===== src/rtl/predictor_trace_driver.sv =====
// Replays a latched trace of branch outcomes into a 2-bit predictor: query, then train,
// per branch, scoring the registered prediction against the actual outcome.
module predictor_trace_driver #(
  parameter int TRACE_LEN = 32,
  parameter int LEN_W     = $clog2(TRACE_LEN + 1)
) (
  input  logic                 clk,
  input  logic                 rst_n,
  input  logic                 start,
  input  logic [TRACE_LEN-1:0] trace_bits,
  input  logic [LEN_W-1:0]     trace_len,
  output logic                 request,
  output logic                 result,
  output logic                 taken,
  input  logic                 prediction,
  output logic                 busy,
  output logic                 done,
  output logic [LEN_W-1:0]     hit_count,
  output logic [LEN_W-1:0]     miss_count,
  output logic                 last_miss
);

  localparam int IDX_W = (TRACE_LEN > 1) ? $clog2(TRACE_LEN) : 1;
  localparam logic [LEN_W-1:0] MAX_LEN = LEN_W'(TRACE_LEN);

  typedef enum logic [1:0] {IDLE, QUERY, TRAIN, DONE} state_e;

  state_e                 state_q, state_d;
  logic [TRACE_LEN-1:0]   trace_q, trace_d;
  logic [LEN_W-1:0]       len_q, len_d;
  logic [LEN_W-1:0]       idx_q, idx_d;
  logic [LEN_W-1:0]       hit_q, hit_d;
  logic [LEN_W-1:0]       miss_q, miss_d;
  logic                   last_miss_q, last_miss_d;
  logic                   request_q, request_d;
  logic                   result_q, result_d;
  logic                   taken_q, taken_d;
  logic                   busy_q, busy_d;
  logic                   done_q, done_d;

  logic [LEN_W-1:0]       idx_inc;
  logic [LEN_W-1:0]       len_clamped;
  logic                   branch_bit;
  logic                   next_bit;

  assign idx_inc     = idx_q + LEN_W'(1);
  assign branch_bit  = trace_q[idx_q[IDX_W-1:0]];
  // Lookahead bit: outputs are registered, so taken for the next QUERY is loaded now.
  assign next_bit    = trace_q[idx_inc[IDX_W-1:0]];
  assign len_clamped = (trace_len > MAX_LEN) ? MAX_LEN : trace_len;

  always_comb begin
    state_d     = state_q;
    trace_d     = trace_q;
    len_d       = len_q;
    idx_d       = idx_q;
    hit_d       = hit_q;
    miss_d      = miss_q;
    last_miss_d = last_miss_q;
    request_d   = 1'b0;
    result_d    = 1'b0;
    taken_d     = 1'b0;
    busy_d      = 1'b0;
    done_d      = 1'b0;

    case (state_q)
      IDLE: begin
        if (start) begin
          trace_d     = trace_bits;
          len_d       = len_clamped;
          idx_d       = '0;
          hit_d       = '0;
          miss_d      = '0;
          last_miss_d = 1'b0;
          if (len_clamped == '0) begin
            state_d = DONE;
            done_d  = 1'b1;
          end else begin
            state_d  = QUERY;
            result_d = 1'b1;
            taken_d  = trace_bits[0];
            busy_d   = 1'b1;
          end
        end
      end
      QUERY: begin
        state_d   = TRAIN;
        request_d = 1'b1;
        taken_d   = branch_bit;
        busy_d    = 1'b1;
      end
      TRAIN: begin
        if (prediction == branch_bit) begin
          hit_d       = hit_q + LEN_W'(1);
          last_miss_d = 1'b0;
        end else begin
          miss_d      = miss_q + LEN_W'(1);
          last_miss_d = 1'b1;
        end
        idx_d = idx_inc;
        if (idx_q == len_q - LEN_W'(1)) begin
          state_d = DONE;
          done_d  = 1'b1;
        end else begin
          state_d  = QUERY;
          result_d = 1'b1;
          taken_d  = next_bit;
          busy_d   = 1'b1;
        end
      end
      DONE: begin
        state_d = IDLE;
      end
      default: begin
        state_d = IDLE;
      end
    endcase
  end

  always_ff @(posedge clk or negedge rst_n) begin
    if (!rst_n) begin
      state_q     <= IDLE;
      trace_q     <= '0;
      len_q       <= '0;
      idx_q       <= '0;
      hit_q       <= '0;
      miss_q      <= '0;
      last_miss_q <= 1'b0;
      request_q   <= 1'b0;
      result_q    <= 1'b0;
      taken_q     <= 1'b0;
      busy_q      <= 1'b0;
      done_q      <= 1'b0;
    end else begin
      state_q     <= state_d;
      trace_q     <= trace_d;
      len_q       <= len_d;
      idx_q       <= idx_d;
      hit_q       <= hit_d;
      miss_q      <= miss_d;
      last_miss_q <= last_miss_d;
      request_q   <= request_d;
      result_q    <= result_d;
      taken_q     <= taken_d;
      busy_q      <= busy_d;
      done_q      <= done_d;
    end
  end

  assign request    = request_q;
  assign result     = result_q;
  assign taken      = taken_q;
  assign busy       = busy_q;
  assign done       = done_q;
  assign hit_count  = hit_q;
  assign miss_count = miss_q;
  assign last_miss  = last_miss_q;

endmodule


===== config.mk =====
export PLATFORM = sky130hd
export DESIGN_NAME = predictor_trace_driver
export DESIGN_NICKNAME = d
export VERILOG_FILES = /design/src/rtl/predictor_trace_driver.sv
export SDC_FILE = /design/constraint.sdc
export NUM_CORES = 1
export LEC_CHECK = 0
export ABC_AREA = 1
export CELL_PAD_IN_SITES_DETAIL_PLACEMENT = 2
export CELL_PAD_IN_SITES_GLOBAL_PLACEMENT = 2
export CORE_MARGIN = 2
export CORE_UTILIZATION = 31
export DETAILED_ROUTE_END_ITERATION = 8
export GPL_ROUTABILITY_DRIVEN = 0
export PLACE_DENSITY_LB_ADDON = 0.1
export SLEW_MARGIN = 5
export SYNTH_ARGS = -nofsm -noshare
export SYNTH_HDL_FRONTEND = slang
export SYNTH_SLANG_ARGS = --single-unit

===== constraint.sdc =====
create_clock -name clk -period 2 [get_ports clk]
set_input_delay 0.3 -clock clk [delete_from_list [all_inputs] [get_ports clk]]
set_output_delay 0.3 -clock clk [all_outputs]
set_load 0.1 [all_outputs]

==> run_results.csv, run 1 <==
group,metric,value,unit
status,outcome,"finished, final reports clean",
yosys,synth_nets,514,
layout,nets,580,
cts,clockRootBuffer,"clkbuf_16",
die,start_util,31.5,%
yosys,ys_types,38,
place,portBuffers,59,
cts,cts_buffer_depth,2,
cts,clk_pin_slew,50,ps
layout,seqCellArea,0.00160,mm^2
grt,grt_max_degree,64,
setup_path,required,2210,ps
route,ant_nets,0,
die,dieWidth,112,um
layout,area_growth,30.9,%
route,dr_total_vias,3371,
setup_path,cpPeakStageDelay,420,ps
sta,fin_skew,3.57,ps
sta,fmax,0.530,GHz
die,die_y,112,um
die,ioPinCount,60,
die,dieArea,0.0124,mm^2
grt,antenna_found_initial,0,
yosys,synth_compound_area_share,12.6,%
yosys,syn_inst,468,
route,wl,11300,um
cts,clkLatencyLatePin,330,ps
yosys,synth_ff_type,"dfrtp_1",
setup_path,worst-path-buf-inv,3,
place,dp_hpwl,7960,um
cts,cts_tree,"yes",
power,p_int,0.00403,W
setup_path,crit_arrival,2100,ps
power,power_leakage,2.21,nW
sta,setup_viol,0,
yosys,syn_area,0.00359,mm^2
power,power_frac_clock,19.1,%
route,drcViolationCount,0,
setup_path,crit_type,"reg -> reg",
power,total_power,0.00750,W
cts,htree_levels,3,
grt,grt-ovfl-total,0,
setup_path,end_kind,"flip-flop",
sta,rsz0062_at_grt,"true",
sta,finalCritPeriodShare,94.4,%
run,maxCapViolCount,0,
power,power_frac_comb,53.2,%
grt,grt_pass1_vias,3697,
layout,multi_input_area,0.00171,mm^2
sta,fin_crit,1890,ps
power,p_per_area,1600,mW/mm^2
yosys,synth_top_family_by_area,"simple AND/OR/NAND/NOR gates",
setup_path,slowest_stage,"dfrtp_2",
sta,timing.final.hold_violations,0,
power,switching_share,46.3,%
sta,slew_violations,0,
layout,diodes,0,
die,coreArea,0.0114,mm^2
setup_path,worst-path-max-fanout,25,
yosys,muxShareOfSynthArea,0.314,%
yosys,ys_warn_count,0,
yosys,synth_seq_cells,64,
layout,nFillCells,1320,
route,drt_iter0_markers,86,
layout,final_area,0.00469,mm^2
power,seq_power_share,27.7,%
power,ir_drop,0.504,mV
route,drt-pass1-iter-count,4,
grt,track_usage,19.0,%
sta,slew_headroom,77.2,%
setup_path,crit_family,"compound AO/OA/AOI/OAI gates",
cts,cts.sink_count,64,
sta,worst_pin_slew,342,ps
cts,cts-buffers-inserted,9,
yosys,synth_edf_count,0,
min_path,hold_class,"in -> async",
power,p_sw,0.00347,W
grt,grt_pass1_wl,18800,um
layout,drive_gt1_share,13.4,%
route,wl_per_cell,16.6,um
yosys,avgSynthCellArea,7.66,um^2
place,place_area,0.00430,mm^2
yosys,yosysSeqAreaShare,44.7,%
setup_path,path_cells,"buf_4 > buf_4 > clkbuf_16 > nor2_1 > a21oi_1 > o221ai_1 > nand3_1 > a21oi_1 > o21bai_1",
die,placement_rows,39,
yosys,synth_xor_area_share,2.44,%
setup_path,crit_path_start_kind,"flip-flop",
route,via_per_inst,4.95,
yosys,yosys.area_share.simple,29.2,%
yosys,async_flop_share,100,%
yosys,synth_adder_area_share,1.40,%
-- timing repair --
action | in CTS | in global routing
cloned | 0 | 1
buffers inserted | 0 | 2
hold buffers | 1 | 0
hold endpoints to repair | 11 | 0
gates resized for setup | 1 | 15
setup endpoints to repair | 1 | 13
-- layer usage --
layer | part of all wire [%] | GRT usage, %
met1 | 47 | 25.5
met2 | 49 | 31.2
met3 | 2.6 | 3.27
met4 | 1.5 | 6.67
met5 | 0 | 0
-- cell families (layout without fill, tap and decap cells) --
group | count (synthesis) | in the layout
AO/OA/AOI/OAI | 83 | 83
XOR/XNOR | 10 | 10
adder cells (fa/ha/maj) | 4 | 4
buffers and inverters | 72 | 142
flip-flops | 64 | 64
multiplexers | 1 | 1
AND/OR/NAND/NOR | 234 | 234
-- sequential cells by signal, indices dropped and copies added (netlist names) --
signal      flops
result          1
len_q           6
done            1
miss_count      6
last_miss       1
request         1
taken           1
idx_q           6
state_q         2
trace_q        32
hit_count       6
busy            1
-- power by group through the flow --
stage	registers [W]	clock network [W]	logic, W
3_5_place_dp	0.00208	0	0.00379
5_1_grt	0.00214	0.00156	0.00451
2_1_floorplan	0.00249	0	0.00234
4_1_cts	0.00207	0.00149	0.00384
6_report	0.00207	0.00144	0.00399
3_3_place_gp	0.00205	0	0.00368
-- cell type report --
type / instances / area share, %
repair buffers: 76 / 15.5
inverters: 51 / 4.40
clock buffers: 15 / 5.71
flip-flops and latches: 64 / 34.2
multi-input cells: 332 / 36.5
well taps: 143 / 3.81
-- synth_stat cells, types with 2 or more instances --
master	count	area (um^2)
nand3_1	55	275
xnor2_1	4	35.0
o221ai_1	2	17.5
o21ai_1	2	10.0
inv_1	47	176
buf_6	5	56.3
nand2_1	116	435
inv_2	2	7.51
a21oi_1	17	85.1
nand3_2	3	30.0
buf_2	3	15.0
nor3_1	5	25.0
clkbuf_1	9	33.8
o22ai_1	6	37.5
dfrtp_1	64	1600
nor2_1	34	128
buf_4	2	15.0
nand2_2	6	37.5
nand4_1	2	12.5
o21ai_0	48	240
nand2_4	2	22.5
or2_1	5	31.3
o211ai_1	5	37.5
ha_1	4	50.1
and3_1	2	12.5
xor2_1	6	52.6
-- final timing paths --
check                                       from                 endpoint  slack, ps  cells past startpoint
setup reg to reg            idx_q[0]$_DFFE_PN0P_          taken$_DFF_PN0_        110                      9
min in group clk           last_miss$_DFFE_PN0P_    last_miss$_DFFE_PN0P_        490                      2
hold reg to reg            last_miss$_DFFE_PN0P_    last_miss$_DFFE_PN0P_        490                      2
hold / removal                             rst_n  trace_q[14]$_DFFE_PN0P_        410                      2
max in group asynchronous                  rst_n  trace_q[19]$_DFFE_PN0P_       1040                      3
setup / recovery            idx_q[0]$_DFFE_PN0P_          taken$_DFF_PN0_        110                      9
-- stage by stage --
step,hold slack (ps),TNS (ps),cells,utilization [%],setup WS [ps]
5_1_grt,433,-96.7,681,41.3,-49.6
6_report,410,0,681,41.3,112
2_1_floorplan,4.41,0,468,-,120
4_1_cts,422,0,678,40.3,45.4
3_5_place_dp,224,0,662,37.8,10.0
3_3_place_gp,220,0,662,37.8,40.0
-- placed cells by master (no fill, tap or decap), drive strengths merged, types with 2 or more instances in the layout --
cell / n
nand3: 59
xnor2: 4
buf: 34
nand4: 2
nor2: 34
dfrtp: 64
o21ai: 51
o22ai: 6
o211ai: 5
or2: 6
o221ai: 2
and3: 2
clkinv: 2
clkbuf: 16
ha: 4
clkdlybuf4s50: 40
xor2: 6
a21oi: 17
inv: 49
nand2: 124
nor3: 5
(Power assumes the default switching activity.)
==> run 2, diff against run 1 <==
REMOVE_ABC_BUFFERS = 1   (was unset)
==> run_results.csv, run 2 (same netlist as run 1, synthesis figures left out) <==
group,metric,value,unit
power,power_leakage,2.23,nW
setup_path,crit_arrival,2110,ps
setup_path,worst-r2r-cell-count,12,
die,placement_rows,39,
cts,cts.sink_count,64,
grt,grt_max_degree,65,
route,wl,11500,um
status,outcome,"finished, final reports clean",
setup_path,r2r-end,"miss_count[2]$_DFFE_PN0P_",
route,drcViolationCount,0,
setup_path,crit_type,"reg -> reg",
layout,final_common_cell,"nand2_1",
grt,track_usage,19.5,%
sta,finalCritPeriodShare,93.9,%
power,p_sw,0.00353,W
grt,grt_pass1_vias,3773,
route,dr_total_vias,3474,
sta,slew_violations,0,
run,maxCapViolCount,0,
layout,top_register,"trace_q",
grt,grt-ovfl-total,0,
sta,setup_viol,0,
setup_path,crit_path_start_kind,"flip-flop",
route,drt_iter0_markers,122,
cts,clk_pin_slew,60,ps
power,ir_drop,0.686,mV
die,coreArea,0.0114,mm^2
layout,diodes,0,
sta,worst_pin_slew,375,ps
layout,final_area,0.00472,mm^2
setup_path,r2r-start,"idx_q[0]$_DFFE_PN0P_",
power,switching_share,46.0,%
power,p_int,0.00415,W
min_path,whs_endpoint,"last_miss$_DFFE_PN0P_",
grt,grt_pass1_wl,19300,um
place,dp_hpwl,8010,um
die,start_util,31.5,%
route,via_per_inst,5.07,
sta,whs,483,ps
place,place_area,0.00431,mm^2
sta,fin_skew,5.69,ps
sta,setup_ws,123,ps
sta,fmax,0.533,GHz
sta,setup_tns,0,ps
layout,area_growth,31.8,%
setup_path,cpPeakStageDelay,440,ps
route,ant_nets,0,
cts,cts_buffer_depth,2,
power,p_per_area,1620,mW/mm^2
power,power_frac_comb,52.3,%
route,drt-pass1-iter-count,4,
min_path,hold_depth,2,
layout,drive_gt1_share,14.8,%
min_path,hold_start,"last_miss$_DFFE_PN0P_",
die,ioPinCount,60,
die,dieArea,0.0124,mm^2
setup_path,worst-path-max-fanout,28,
setup_path,slowest_stage,"dfrtp_2",
setup_path,ff2ff_setup_slack,120,ps
place,place_ws,28.3,ps
sta,fin_crit,1880,ps
cts,htree_levels,3,
layout,nets,583,
setup_path,path_cells,"buf_12 > or2_1 > nand3_1 > nand3_1 > nand3_2 > nand3_4 > nand2_2 > nand2_4 > nand3_4 > nand2_4 > nand2_1 > nand2_1",
layout,final_cell_mix,"114 x nand2_1, 63 x dfrtp_1, 51 x nand3_1",
cts,cts-buffers-inserted,9,
die,dieWidth,112,um
cts,clkLatencyLatePin,340,ps
layout,largest_reg_flops,32,
min_path,hold_class,"reg -> reg",
power,power_frac_clock,21.0,%
cts,cts_tree,"yes",
setup_path,required,2230,ps
route,wl_per_cell,16.8,um
setup_path,end_kind,"flip-flop",
sta,timing.final.hold_violations,0,
place,portBuffers,59,
sta,rsz0062_at_grt,"true",
grt,antenna_found_initial,0,
power,seq_power_share,26.7,%
cts,clockRootBuffer,"clkbuf_16",
die,die_y,112,um
sta,slew_headroom,75.0,%
-- run 2: worst max path at each step --
stage                               from                         to
floorplan           idx_q[0]$_DFFE_PN0P_            taken$_DFF_PN0_
global placement    idx_q[0]$_DFFE_PN0P_            taken$_DFF_PN0_
detailed placement  idx_q[0]$_DFFE_PN0P_  miss_count[4]$_DFFE_PN0P_
CTS                 idx_q[0]$_DFFE_PN0P_  miss_count[4]$_DFFE_PN0P_
global route        idx_q[0]$_DFFE_PN0P_  miss_count[0]$_DFFE_PN0P_
finish              idx_q[0]$_DFFE_PN0P_  miss_count[2]$_DFFE_PN0P_
-- run 2: power by group through the flow --
stage | sequential, W | clock (W) | combinational, W
after global placement | 0.00204 | 0 | 0.00376
after CTS | 0.00206 | 0.00165 | 0.00391
after global routing | 0.00212 | 0.00171 | 0.00449
after floorplan | 0.00260 | 0 | 0.00204
after detailed placement | 0.00207 | 0 | 0.00387
final | 0.00205 | 0.00161 | 0.00401
-- run 2: area by class of cell --
| class | instances | area (um^2) |
|---|---|---|
| tap | 143 | 179 |
| multi-input combinational | 332 | 1710 |
| inverter | 51 | 201 |
| sequential | 64 | 1600 |
| fill | 1305 | 6650 |
| clock inverter | 3 | 40.0 |
| timing repair buffer | 79 | 736 |
| clock buffer | 13 | 260 |
-- run 2: routing by layer --
metal	global-route usage, %	vias to the layer above	share of wire (%)
met4	7.57	0	1.8
met2	32.9	47	50
li1	-	1658	-
met1	25.2	1753	46
met5	0	-	0
met3	3.16	16	2.5
-- run 2: critical path: cells and delay by family (launching register included) --
kind	cells	cell delay [ps]
buffers and inverters	1	180
flip-flops	1	440
AND/OR/NAND/NOR	11	1130
-- run 2: metrics by stage --
step                      util, %  cells  total power (W)
final                        41.6    685          0.00768
after global routing         41.6    685          0.00831
after CTS                    40.7    682          0.00761
after detailed placement     37.9    665          0.00594
after global placement       37.9    665          0.00580
after floorplan                 -    447          0.00463
-- run 2: repair_timing --
item                                   4_1_cts  5_1_grt
endpoints found under the hold margin       27        0
gates resized for setup                      0       16
hold buffers                                 1        0
setup endpoints to repair                    0       14
setup buffers                                0        2
